--- src/rtl/rv_decode_stage.sv ---
// rv_decode_stage
// ---------------------------------------------------------------------------
// Registered RISC-V decode stage between fetch and execute.
//
// Fetch beats ({IN_PC, IN_INSTR}) arrive over a valid/ready handshake and are
// decoded combinationally.  The decoded fields are then registered into a
// 2-entry buffer:
//   * main : drives the OUT_* ports
//   * skid : holds one overflow beat while main is stalled
// This arrangement sustains one beat per cycle under back-pressure while
// keeping IN_READY a pure register output.  No IN_* signal has a
// combinational path to any OUT_* signal.
//
// Parameters
//   XLEN          32 or 64; sets the PC and immediate widths and the shift
//                 amount width.
//   RESET_PC_VAL  value shown on OUT_PC whenever no decoded beat is valid.
//
// Ports
//   CLK, RST_N            clock (rising edge), asynchronous active-low reset
//   FLUSH                 synchronous; drops every buffered beat and any beat
//                         offered in the same cycle
//   IN_VALID/IN_READY     fetch handshake; IN_INSTR (32 bits), IN_PC (XLEN)
//   OUT_VALID/OUT_READY   execute handshake
//   OUT_PC                PC of the decoded instruction
//   OUT_RS1/RS2/RD        register indices (raw instruction fields)
//   OUT_FUNCT3            raw funct3 (branch condition, load/store width)
//   OUT_IMM               immediate, sign-extended to XLEN
//   OUT_ALU_CTL           ADD=0 SUB=1 SLL=2 LT=3 LTU=4 XOR=5 SRL=6 SRA=7
//                         OR=8 AND=9
//   OUT_OP1_SEL           0=RS1 1=PC 2=zero
//   OUT_OP2_SEL           0=RS2 1=IMM 2=const 4
//   OUT_DIN_SEL           0=ALU 1=MEM 2=PC+4
//   OUT_PC_SEL            0=PC+4 1=branch 2=JAL 3=JALR
//   OUT_MM_WR             0=none 1=load 2=store
//   OUT_REG_WR            register-file write enable
//   OUT_ILLEGAL           undecodable instruction
//   OUT_MDU_EN/MDU_OP     multiply/divide enable and function (= funct3)
//
// Build option
//   DEC_RV32M_EN  when defined, OP with funct7=0000001 decodes as an MDU
//                 operation.  When undefined it is illegal and the MDU
//                 outputs stay 0.
// ---------------------------------------------------------------------------
module rv_decode_stage #(
  parameter int              XLEN         = 32,
  parameter logic [XLEN-1:0] RESET_PC_VAL = '0
) (
  input  logic            CLK,
  input  logic            RST_N,
  input  logic            FLUSH,
  input  logic            IN_VALID,
  output logic            IN_READY,
  input  logic [31:0]     IN_INSTR,
  input  logic [XLEN-1:0] IN_PC,
  output logic            OUT_VALID,
  input  logic            OUT_READY,
  output logic [XLEN-1:0] OUT_PC,
  output logic [4:0]      OUT_RS1,
  output logic [4:0]      OUT_RS2,
  output logic [4:0]      OUT_RD,
  output logic [2:0]      OUT_FUNCT3,
  output logic [XLEN-1:0] OUT_IMM,
  output logic [3:0]      OUT_ALU_CTL,
  output logic [1:0]      OUT_OP1_SEL,
  output logic [1:0]      OUT_OP2_SEL,
  output logic [1:0]      OUT_DIN_SEL,
  output logic [1:0]      OUT_PC_SEL,
  output logic [1:0]      OUT_MM_WR,
  output logic            OUT_REG_WR,
  output logic            OUT_ILLEGAL,
  output logic            OUT_MDU_EN,
  output logic [2:0]      OUT_MDU_OP
);

  // Major opcodes
  localparam logic [6:0] OPC_LUI    = 7'b0110111;
  localparam logic [6:0] OPC_AUIPC  = 7'b0010111;
  localparam logic [6:0] OPC_JAL    = 7'b1101111;
  localparam logic [6:0] OPC_JALR   = 7'b1100111;
  localparam logic [6:0] OPC_BRANCH = 7'b1100011;
  localparam logic [6:0] OPC_LOAD   = 7'b0000011;
  localparam logic [6:0] OPC_STORE  = 7'b0100011;
  localparam logic [6:0] OPC_OP_IMM = 7'b0010011;
  localparam logic [6:0] OPC_OP     = 7'b0110011;

  // ALU control codes
  localparam logic [3:0] ALU_ADD = 4'd0;
  localparam logic [3:0] ALU_SUB = 4'd1;
  localparam logic [3:0] ALU_SLL = 4'd2;
  localparam logic [3:0] ALU_LT  = 4'd3;
  localparam logic [3:0] ALU_LTU = 4'd4;
  localparam logic [3:0] ALU_XOR = 4'd5;
  localparam logic [3:0] ALU_SRL = 4'd6;
  localparam logic [3:0] ALU_SRA = 4'd7;
  localparam logic [3:0] ALU_OR  = 4'd8;
  localparam logic [3:0] ALU_AND = 4'd9;

  // Mux select encodings
  localparam logic [1:0] OP1_RS1  = 2'd0;
  localparam logic [1:0] OP1_PC   = 2'd1;
  localparam logic [1:0] OP1_ZERO = 2'd2;
  localparam logic [1:0] OP2_RS2  = 2'd0;
  localparam logic [1:0] OP2_IMM  = 2'd1;
  localparam logic [1:0] DIN_ALU  = 2'd0;
  localparam logic [1:0] DIN_MEM  = 2'd1;
  localparam logic [1:0] DIN_PC4  = 2'd2;
  localparam logic [1:0] PCS_SEQ  = 2'd0;
  localparam logic [1:0] PCS_BR   = 2'd1;
  localparam logic [1:0] PCS_JAL  = 2'd2;
  localparam logic [1:0] PCS_JALR = 2'd3;
  localparam logic [1:0] MM_NONE  = 2'd0;
  localparam logic [1:0] MM_LOAD  = 2'd1;
  localparam logic [1:0] MM_STORE = 2'd2;

  // One decoded beat; both buffer entries hold this, never the raw word.
  typedef struct packed {
    logic [XLEN-1:0] pc;
    logic [4:0]      rs1;
    logic [4:0]      rs2;
    logic [4:0]      rd;
    logic [2:0]      funct3;
    logic [XLEN-1:0] imm;
    logic [3:0]      alu_ctl;
    logic [1:0]      op1_sel;
    logic [1:0]      op2_sel;
    logic [1:0]      din_sel;
    logic [1:0]      pc_sel;
    logic [1:0]      mm_wr;
    logic            reg_wr;
    logic            illegal;
    logic            mdu_en;
    logic [2:0]      mdu_op;
  } dec_t;

  // -------------------------------------------------------------------------
  // Combinational decode
  // -------------------------------------------------------------------------
  logic [6:0]  opcode;
  logic [2:0]  funct3;
  logic [6:0]  funct7;
  logic [31:0] imm_i, imm_s, imm_b, imm_u, imm_j;
  logic [31:0] imm32;
  logic [XLEN-1:0] imm_wide;
  logic        legal;
  logic        shamt_hi_bad;
  dec_t        dec_core;
  dec_t        dec_beat;

  assign opcode = IN_INSTR[6:0];
  assign funct3 = IN_INSTR[14:12];
  assign funct7 = IN_INSTR[31:25];

  assign imm_i = {{20{IN_INSTR[31]}}, IN_INSTR[31:20]};
  assign imm_s = {{20{IN_INSTR[31]}}, IN_INSTR[31:25], IN_INSTR[11:7]};
  assign imm_b = {{19{IN_INSTR[31]}}, IN_INSTR[31], IN_INSTR[7],
                  IN_INSTR[30:25], IN_INSTR[11:8], 1'b0};
  assign imm_u = {IN_INSTR[31:12], 12'b0};
  assign imm_j = {{11{IN_INSTR[31]}}, IN_INSTR[31], IN_INSTR[19:12],
                  IN_INSTR[20], IN_INSTR[30:21], 1'b0};

  // RV32 shift amounts are 5 bits; bit 25 set on a shift-immediate would be
  // a 6-bit shamt, which only RV64 can encode.
  assign shamt_hi_bad = (XLEN == 32) ? IN_INSTR[25] : 1'b0;

  // Every immediate is built at 32 bits (all are sign-extended from bit 31)
  // and widened once here.
  generate
    if (XLEN == 32) begin : g_imm_native
      assign imm_wide = imm32;
    end else begin : g_imm_extend
      assign imm_wide = {{(XLEN-32){imm32[31]}}, imm32};
    end
  endgenerate

  function automatic logic [3:0] alu_from_f3(input logic [2:0] f3);
    logic [3:0] code;
    case (f3)
      3'b000:  code = ALU_ADD;
      3'b001:  code = ALU_SLL;
      3'b010:  code = ALU_LT;
      3'b011:  code = ALU_LTU;
      3'b100:  code = ALU_XOR;
      3'b101:  code = ALU_SRL;
      3'b110:  code = ALU_OR;
      default: code = ALU_AND;
    endcase
    return code;
  endfunction

  always_comb begin
    dec_core        = '0;
    dec_core.pc     = IN_PC;
    dec_core.rs1    = IN_INSTR[19:15];
    dec_core.rs2    = IN_INSTR[24:20];
    dec_core.rd     = IN_INSTR[11:7];
    dec_core.funct3 = funct3;
    imm32           = '0;
    legal           = 1'b0;

    case (opcode)
      OPC_LUI: begin
        legal            = 1'b1;
        imm32            = imm_u;
        dec_core.op1_sel = OP1_ZERO;
        dec_core.op2_sel = OP2_IMM;
        dec_core.reg_wr  = 1'b1;
      end
      OPC_AUIPC: begin
        legal            = 1'b1;
        imm32            = imm_u;
        dec_core.op1_sel = OP1_PC;
        dec_core.op2_sel = OP2_IMM;
        dec_core.reg_wr  = 1'b1;
      end
      OPC_JAL: begin
        // ALU forms the target PC+imm; the link value comes from PC+4.
        legal            = 1'b1;
        imm32            = imm_j;
        dec_core.op1_sel = OP1_PC;
        dec_core.op2_sel = OP2_IMM;
        dec_core.din_sel = DIN_PC4;
        dec_core.pc_sel  = PCS_JAL;
        dec_core.reg_wr  = 1'b1;
      end
      OPC_JALR: begin
        legal            = 1'b1;
        imm32            = imm_i;
        dec_core.op2_sel = OP2_IMM;
        dec_core.din_sel = DIN_PC4;
        dec_core.pc_sel  = PCS_JALR;
        dec_core.reg_wr  = 1'b1;
      end
      OPC_BRANCH: begin
        // ALU compares RS1/RS2; funct3 selects the condition downstream.
        legal           = 1'b1;
        imm32           = imm_b;
        dec_core.pc_sel = PCS_BR;
        case (funct3[2:1])
          2'b10:   dec_core.alu_ctl = ALU_LT;
          2'b11:   dec_core.alu_ctl = ALU_LTU;
          default: dec_core.alu_ctl = ALU_SUB;
        endcase
      end
      OPC_LOAD: begin
        legal            = 1'b1;
        imm32            = imm_i;
        dec_core.op2_sel = OP2_IMM;
        dec_core.din_sel = DIN_MEM;
        dec_core.mm_wr   = MM_LOAD;
        dec_core.reg_wr  = 1'b1;
      end
      OPC_STORE: begin
        legal            = 1'b1;
        imm32            = imm_s;
        dec_core.op2_sel = OP2_IMM;
        dec_core.mm_wr   = MM_STORE;
      end
      OPC_OP_IMM: begin
        imm32            = imm_i;
        dec_core.op2_sel = OP2_IMM;
        dec_core.reg_wr  = 1'b1;
        dec_core.alu_ctl = alu_from_f3(funct3);
        case (funct3)
          3'b001: legal = (IN_INSTR[31:26] == 6'b000000) && !shamt_hi_bad;
          3'b101: begin
            if (IN_INSTR[31:26] == 6'b010000) begin
              legal            = !shamt_hi_bad;
              dec_core.alu_ctl = ALU_SRA;
            end else begin
              legal = (IN_INSTR[31:26] == 6'b000000) && !shamt_hi_bad;
            end
          end
          default: legal = 1'b1;
        endcase
      end
      OPC_OP: begin
        dec_core.reg_wr  = 1'b1;
        dec_core.alu_ctl = alu_from_f3(funct3);
        case (funct7)
          7'b0000000: legal = 1'b1;
          7'b0100000: begin
            // Only ADD and SRL have an alternate form (SUB, SRA).
            if (funct3 == 3'b000) begin
              legal            = 1'b1;
              dec_core.alu_ctl = ALU_SUB;
            end else if (funct3 == 3'b101) begin
              legal            = 1'b1;
              dec_core.alu_ctl = ALU_SRA;
            end
          end
          7'b0000001: begin
`ifdef DEC_RV32M_EN
            legal            = 1'b1;
            dec_core.alu_ctl = ALU_ADD;
            dec_core.mdu_en  = 1'b1;
            dec_core.mdu_op  = funct3;
`else
            legal = 1'b0;
`endif
          end
          default: legal = 1'b0;
        endcase
      end
      default: legal = 1'b0;
    endcase

    // An illegal beat still flows down the pipe, but must not change any
    // architectural state; register fields and immediate are left as found.
    if (!legal) begin
      dec_core.illegal = 1'b1;
      dec_core.alu_ctl = ALU_ADD;
      dec_core.op1_sel = OP1_RS1;
      dec_core.op2_sel = OP2_RS2;
      dec_core.din_sel = DIN_ALU;
      dec_core.pc_sel  = PCS_SEQ;
      dec_core.mm_wr   = MM_NONE;
      dec_core.reg_wr  = 1'b0;
      dec_core.mdu_en  = 1'b0;
      dec_core.mdu_op  = 3'b000;
    end
  end

  always_comb begin
    dec_beat     = dec_core;
    dec_beat.imm = imm_wide;
  end

  // -------------------------------------------------------------------------
  // Two-entry buffer
  // -------------------------------------------------------------------------
  dec_t main_reg, main_next;
  dec_t skid_reg, skid_next;
  logic main_valid_reg, main_valid_next;
  logic skid_valid_reg, skid_valid_next;
  logic in_ready_reg, in_ready_next;
  logic accept, consume;

  assign accept  = IN_VALID & in_ready_reg;
  assign consume = main_valid_reg & OUT_READY;

  always_comb begin
    main_next       = main_reg;
    skid_next       = skid_reg;
    main_valid_next = main_valid_reg;
    skid_valid_next = skid_valid_reg;

    if (FLUSH) begin
      main_valid_next = 1'b0;
      skid_valid_next = 1'b0;
    end else if (!main_valid_reg || consume) begin
      // Main is free at this edge. The skid beat is older, so it goes first;
      // IN_READY is low while skid is full, so accept cannot collide here.
      if (skid_valid_reg) begin
        main_next       = skid_reg;
        main_valid_next = 1'b1;
        skid_valid_next = 1'b0;
      end else if (accept) begin
        main_next       = dec_beat;
        main_valid_next = 1'b1;
      end else begin
        main_valid_next = 1'b0;
      end
    end else if (accept) begin
      skid_next       = dec_beat;
      skid_valid_next = 1'b1;
    end

    in_ready_next = !skid_valid_next;
  end

  always_ff @(posedge CLK or negedge RST_N) begin
    if (!RST_N) begin
      main_reg       <= '0;
      skid_reg       <= '0;
      main_valid_reg <= 1'b0;
      skid_valid_reg <= 1'b0;
      in_ready_reg   <= 1'b0;
    end else begin
      main_reg       <= main_next;
      skid_reg       <= skid_next;
      main_valid_reg <= main_valid_next;
      skid_valid_reg <= skid_valid_next;
      in_ready_reg   <= in_ready_next;
    end
  end

  // -------------------------------------------------------------------------
  // Outputs: everything reads 0 (PC reads RESET_PC_VAL) while main is empty.
  // -------------------------------------------------------------------------
  dec_t out_beat;

  always_comb begin
    out_beat = main_reg;
    if (!main_valid_reg) begin
      out_beat    = '0;
      out_beat.pc = RESET_PC_VAL;
    end
  end

  assign IN_READY    = in_ready_reg;
  assign OUT_VALID   = main_valid_reg;
  assign OUT_PC      = out_beat.pc;
  assign OUT_RS1     = out_beat.rs1;
  assign OUT_RS2     = out_beat.rs2;
  assign OUT_RD      = out_beat.rd;
  assign OUT_FUNCT3  = out_beat.funct3;
  assign OUT_IMM     = out_beat.imm;
  assign OUT_ALU_CTL = out_beat.alu_ctl;
  assign OUT_OP1_SEL = out_beat.op1_sel;
  assign OUT_OP2_SEL = out_beat.op2_sel;
  assign OUT_DIN_SEL = out_beat.din_sel;
  assign OUT_PC_SEL  = out_beat.pc_sel;
  assign OUT_MM_WR   = out_beat.mm_wr;
  assign OUT_REG_WR  = out_beat.reg_wr;
  assign OUT_ILLEGAL = out_beat.illegal;
  assign OUT_MDU_EN  = out_beat.mdu_en;
  assign OUT_MDU_OP  = out_beat.mdu_op;

endmodule

--- config.mk ---
export PLATFORM = sky130hd
export DESIGN_NAME = rv_decode_stage
export DESIGN_NICKNAME = d
export VERILOG_FILES = /design/src/rtl/rv_decode_stage.sv
export SDC_FILE = /design/constraint.sdc
export NUM_CORES = 1
export LEC_CHECK = 0
export CAP_MARGIN = 25
export CORE_UTILIZATION = 48
export CTS_CLUSTER_DIAMETER = 50
export DETAILED_ROUTE_END_ITERATION = 8
export MAX_ROUTING_LAYER = met4
export PLACE_DENSITY = 0.75
export RECOVER_POWER = 100
export REMOVE_ABC_BUFFERS = 1
export SLEW_MARGIN = 20
export SYNTH_ARGS = -nofsm -noshare
export SYNTH_HDL_FRONTEND = slang
export SYNTH_SLANG_ARGS = --single-unit
--- constraint.sdc ---
create_clock -name CLK -period 1.7 [get_ports CLK]
set_input_delay 0.425 -clock CLK [delete_from_list [all_inputs] [get_ports CLK]]
set_output_delay 0.425 -clock CLK [all_outputs]
set_load 0.05 [all_outputs]
==> metrics.yaml <==
status: "complete, but fails checks"
failed_checks: "negative setup slack"
vdd_ir_drop_max_mv: 0.776
routedWlPerCell_um: 17.1
leading_cell_type_in_the_layout_fill_and_taps_excluded: "sky130_fd_sc_hd__nand2_1"
sequentialPowerShare_pct: 45.0
slew_violations: 0
final_min_period_over_clock_period_pct: 114
design_power_total_uw: 12600
critical_path_destination: "OUT_IMM[21]"
bufs_on_longest_clock_path: 2
drt-total-wl_mm: 26.5
cap_violations: 0
area_delta_synth_final_pct: 52.1
dr.pass1.iters: 5
reg2regPathDepth: 6
swShare_pct: 29.7
layout-drive-gt1-share_pct: 31.5
worstHoldPathType: "in2reg"
post-route-cell-area_mm2: 0.0144
comb_power_share_pct: 22.4
whs_ns: 0.343
clkTransAtPathRegs_ns: 0.07
timing.critical_path.max_delay_family: "buffers and inverters"
worst_ep_arrival_time_ns: 1.51
ys_dominant_reg_cell: "sky130_fd_sc_hd__dfrtp_1"
synth_warnings: 0
slowest_delay_ns: 0.38
htreeDepth: 4
placementRows: 51
post_dr_vias_cell: 5.36
drtAntennaViolNets: 0
timing.critical_path.mode_cell: "sky130_fd_sc_hd__buf_12"
design.final.nets: 1340
timing.critical_path.buf_inv: 3
postSynthCellCount: 1044
r2r_end: "skid_reg[42]"
initial_antenna_violation_count: 2
grt_overflow: 0
synth.distinct_cells: 57
drt_drc_violations_left: 0
grt_setup_unrepaired: "true"
worst_setup_path_end_kind: "output port"
startpoint_type: "flip-flop"
pwr_density_cell_mw_per_mm2: 871
vertical_extent_of_the_die_um: 143
postLayoutSetupSlackWorst_ns: -0.235
netlist_area_mm2: 0.00949
grtUsageTotal_pct: 26.1
internal-power_uw: 8850
gp_congestion: 0.916
io_buffers: 167
skew_final_ns: 0.00731
dp.final_hpwl_mm: 16.9
yosys_register_bits: 197
core_mm2: 0.0194
grt_start_max_net_pins: 80
die_area_mm2: 0.0203
critical_path_depth: 4
grt_first_pass_wirelength_mm: 40.4
finalHoldViolCount: 0
timing.final.crit_period_ns: 1.94
timing.rr.start: "OUT_VALID"
pre_cts_ws_ns: -0.791
fmax_mhz: 517
clock_latency_on_the_worst_skew_pair_ns: 0.44
timing.critical_path.from: "OUT_VALID"
tritoncts_num_sinks: 197
tightestPinTransition_ns: 1.07
reported_net_switching_power_uw: 3730
cpMaxStageDelayCell: "sky130_fd_sc_hd__dfrtp_2"
fillers: 1334
cts-buffers-inserted: 17
mostFrequentLayoutCells: "sky130_fd_sc_hd__nand2_1, sky130_fd_sc_hd__dfrtp_1, sky130_fd_sc_hd__buf_12"
synth_enable_flop_cells: 0
clk_root_buffer_cell: "sky130_fd_sc_hd__clkbuf_16"
die_width_um: 143
path_cells: "buf_12 > buf_8 > and2_1 > buf_12"
regToRegSetupSlack_ns: 0.03
synth.yosys.seq_area_share_pct: 51.9
timing.critical_path.fanout_max: 12
post_synth.cell_area_avg_um2: 9.09
clockPowerShare_pct: 32.6
first_global_vias: 8078
placement.cell_area_mm2: 0.0132
synth-async-reset-ratio_pct: 100
routed-via-count: 8315
cts_tree: "done"
leakage_power_uw: 0.00664
max_slew_margin_pct: 28.6
timing_worst_setup_path_type: "reg2out"
floorplan.initialDensity_pct: 48.9
detailedRoute.firstIterationViolations: 632
io_pins: 173
worst-endpoint-required_ns: 1.27
final_util_pct: 74.4
setup-violations-final: 98
cells in the mapped netlist (3+ instances only):
| cell type | n | area (um^2) |
|---|---|---|
| sky130_fd_sc_hd__a21o_1 | 11 | 82.6 |
| sky130_fd_sc_hd__a21oi_1 | 30 | 150 |
| sky130_fd_sc_hd__a221oi_1 | 10 | 87.6 |
| sky130_fd_sc_hd__a22oi_1 | 13 | 97.6 |
| sky130_fd_sc_hd__a31oi_1 | 4 | 25.0 |
| sky130_fd_sc_hd__and2_1 | 102 | 638 |
| sky130_fd_sc_hd__and3_1 | 3 | 18.8 |
| sky130_fd_sc_hd__buf_1 | 7 | 26.3 |
| sky130_fd_sc_hd__buf_2 | 7 | 35.0 |
| sky130_fd_sc_hd__buf_4 | 6 | 45.0 |
| sky130_fd_sc_hd__clkbuf_1 | 59 | 221 |
| sky130_fd_sc_hd__dfrtp_1 | 197 | 4930 |
| sky130_fd_sc_hd__inv_1 | 13 | 48.8 |
| sky130_fd_sc_hd__mux2_2 | 13 | 146 |
| sky130_fd_sc_hd__mux2i_1 | 54 | 541 |
| sky130_fd_sc_hd__nand2_1 | 311 | 1170 |
| sky130_fd_sc_hd__nand2b_1 | 5 | 31.3 |
| sky130_fd_sc_hd__nand3_1 | 5 | 25.0 |
| sky130_fd_sc_hd__nand4b_1 | 3 | 26.3 |
| sky130_fd_sc_hd__nor2_1 | 15 | 56.3 |
| sky130_fd_sc_hd__nor2b_1 | 4 | 25.0 |
| sky130_fd_sc_hd__nor3_1 | 7 | 35.0 |
| sky130_fd_sc_hd__o211ai_1 | 7 | 52.6 |
| sky130_fd_sc_hd__o21a_1 | 10 | 75.1 |
| sky130_fd_sc_hd__o21ai_0 | 107 | 536 |
| sky130_fd_sc_hd__o21ai_1 | 3 | 15.0 |
per-stage QoR:
step	std cells	TNS (ns)
after floorplan	967	-731.70
after global placement	1504	-78.06
after detailed placement	1504	-81.82
after CTS	1539	-19.28
after global routing	1551	-30.87
final	1551	-20.48
kinds of logic after synthesis:
group | Yosys count | share of synthesized area [%]
mux | 67 | 7.24
flops | 197 | 51.9
other cells | 1 | 0.0395
xor+xnor | 1 | 0.0923
compound gates | 211 | 13.5
simple gates | 473 | 23.0
buf+inv | 94 | 4.20
power groups by stage:
stage | clock, uW | sequential, uW | combinational (uW)
after floorplan | 0 | 5660 | 1260
after global placement | 0 | 5690 | 2520
after detailed placement | 0 | 5720 | 2590
after CTS | 4130 | 5640 | 2640
after global routing | 4330 | 5740 | 3030
final | 4100 | 5660 | 2820
worst min-delay path by stage:
stage,cells after the start,to,start
after floorplan,0,IN_READY,RST_N
after global placement,1,main_reg[72],RST_N
after detailed placement,1,main_reg[72],RST_N
after CTS,3,skid_reg[15],IN_INSTR[5]
after global routing,3,skid_reg[15],IN_INSTR[5]
final,3,skid_reg[15],IN_INSTR[5]
worst reg2reg max path, cell delays in order, from the launching register on:
cell,delay (ns)
sky130_fd_sc_hd__dfrtp_2,0.38
sky130_fd_sc_hd__buf_12,0.16
sky130_fd_sc_hd__nand2b_1,0.12
sky130_fd_sc_hd__or3_4,0.43
sky130_fd_sc_hd__buf_12,0.22
sky130_fd_sc_hd__nand2_1,0.14
sky130_fd_sc_hd__o21ai_0,0.11
layout make-up:
type / instances / area (um^2) / share of cell area, %
clock inverters: 12 / 134 / 0.927
repair buffers: 285 / 3860 / 26.7
flip-flops and latches: 197 / 4930 / 34.2
inverters: 13 / 48.8 / 0.338
well taps: 265 / 332 / 2.30
multi-input cells: 757 / 4660 / 32.3
diodes: 2 / 5.00 / 0.0347
clock buffers: 20 / 467 / 3.23
routing by layer:
| metal | track usage, % | share of wire (%) | vias up | wire length (um) |
|---|---|---|---|---|
| met5 | - | 0 | - | 0 |
| met4 | 8.83 | 3.0 | 0 | 792 |
| met3 | 3.42 | 3.1 | 53 | 832 |
| met2 | 43.7 | 51 | 220 | 13600 |
| met1 | 32.7 | 42 | 4115 | 11300 |
| li1 | - | - | 3927 | - |
timing repair:
item / in CTS / in global routing
pin swaps: 12 / 16
resized for setup: 66 / 129
hold buffers: 1 / 0
buffers inserted: 2 / 5
hold endpoints to repair: 37 / 0
setup endpoints to repair: 177 / 129
gates cloned: 0 / 5
Note: power is estimated with default switching activity, not from simulation.
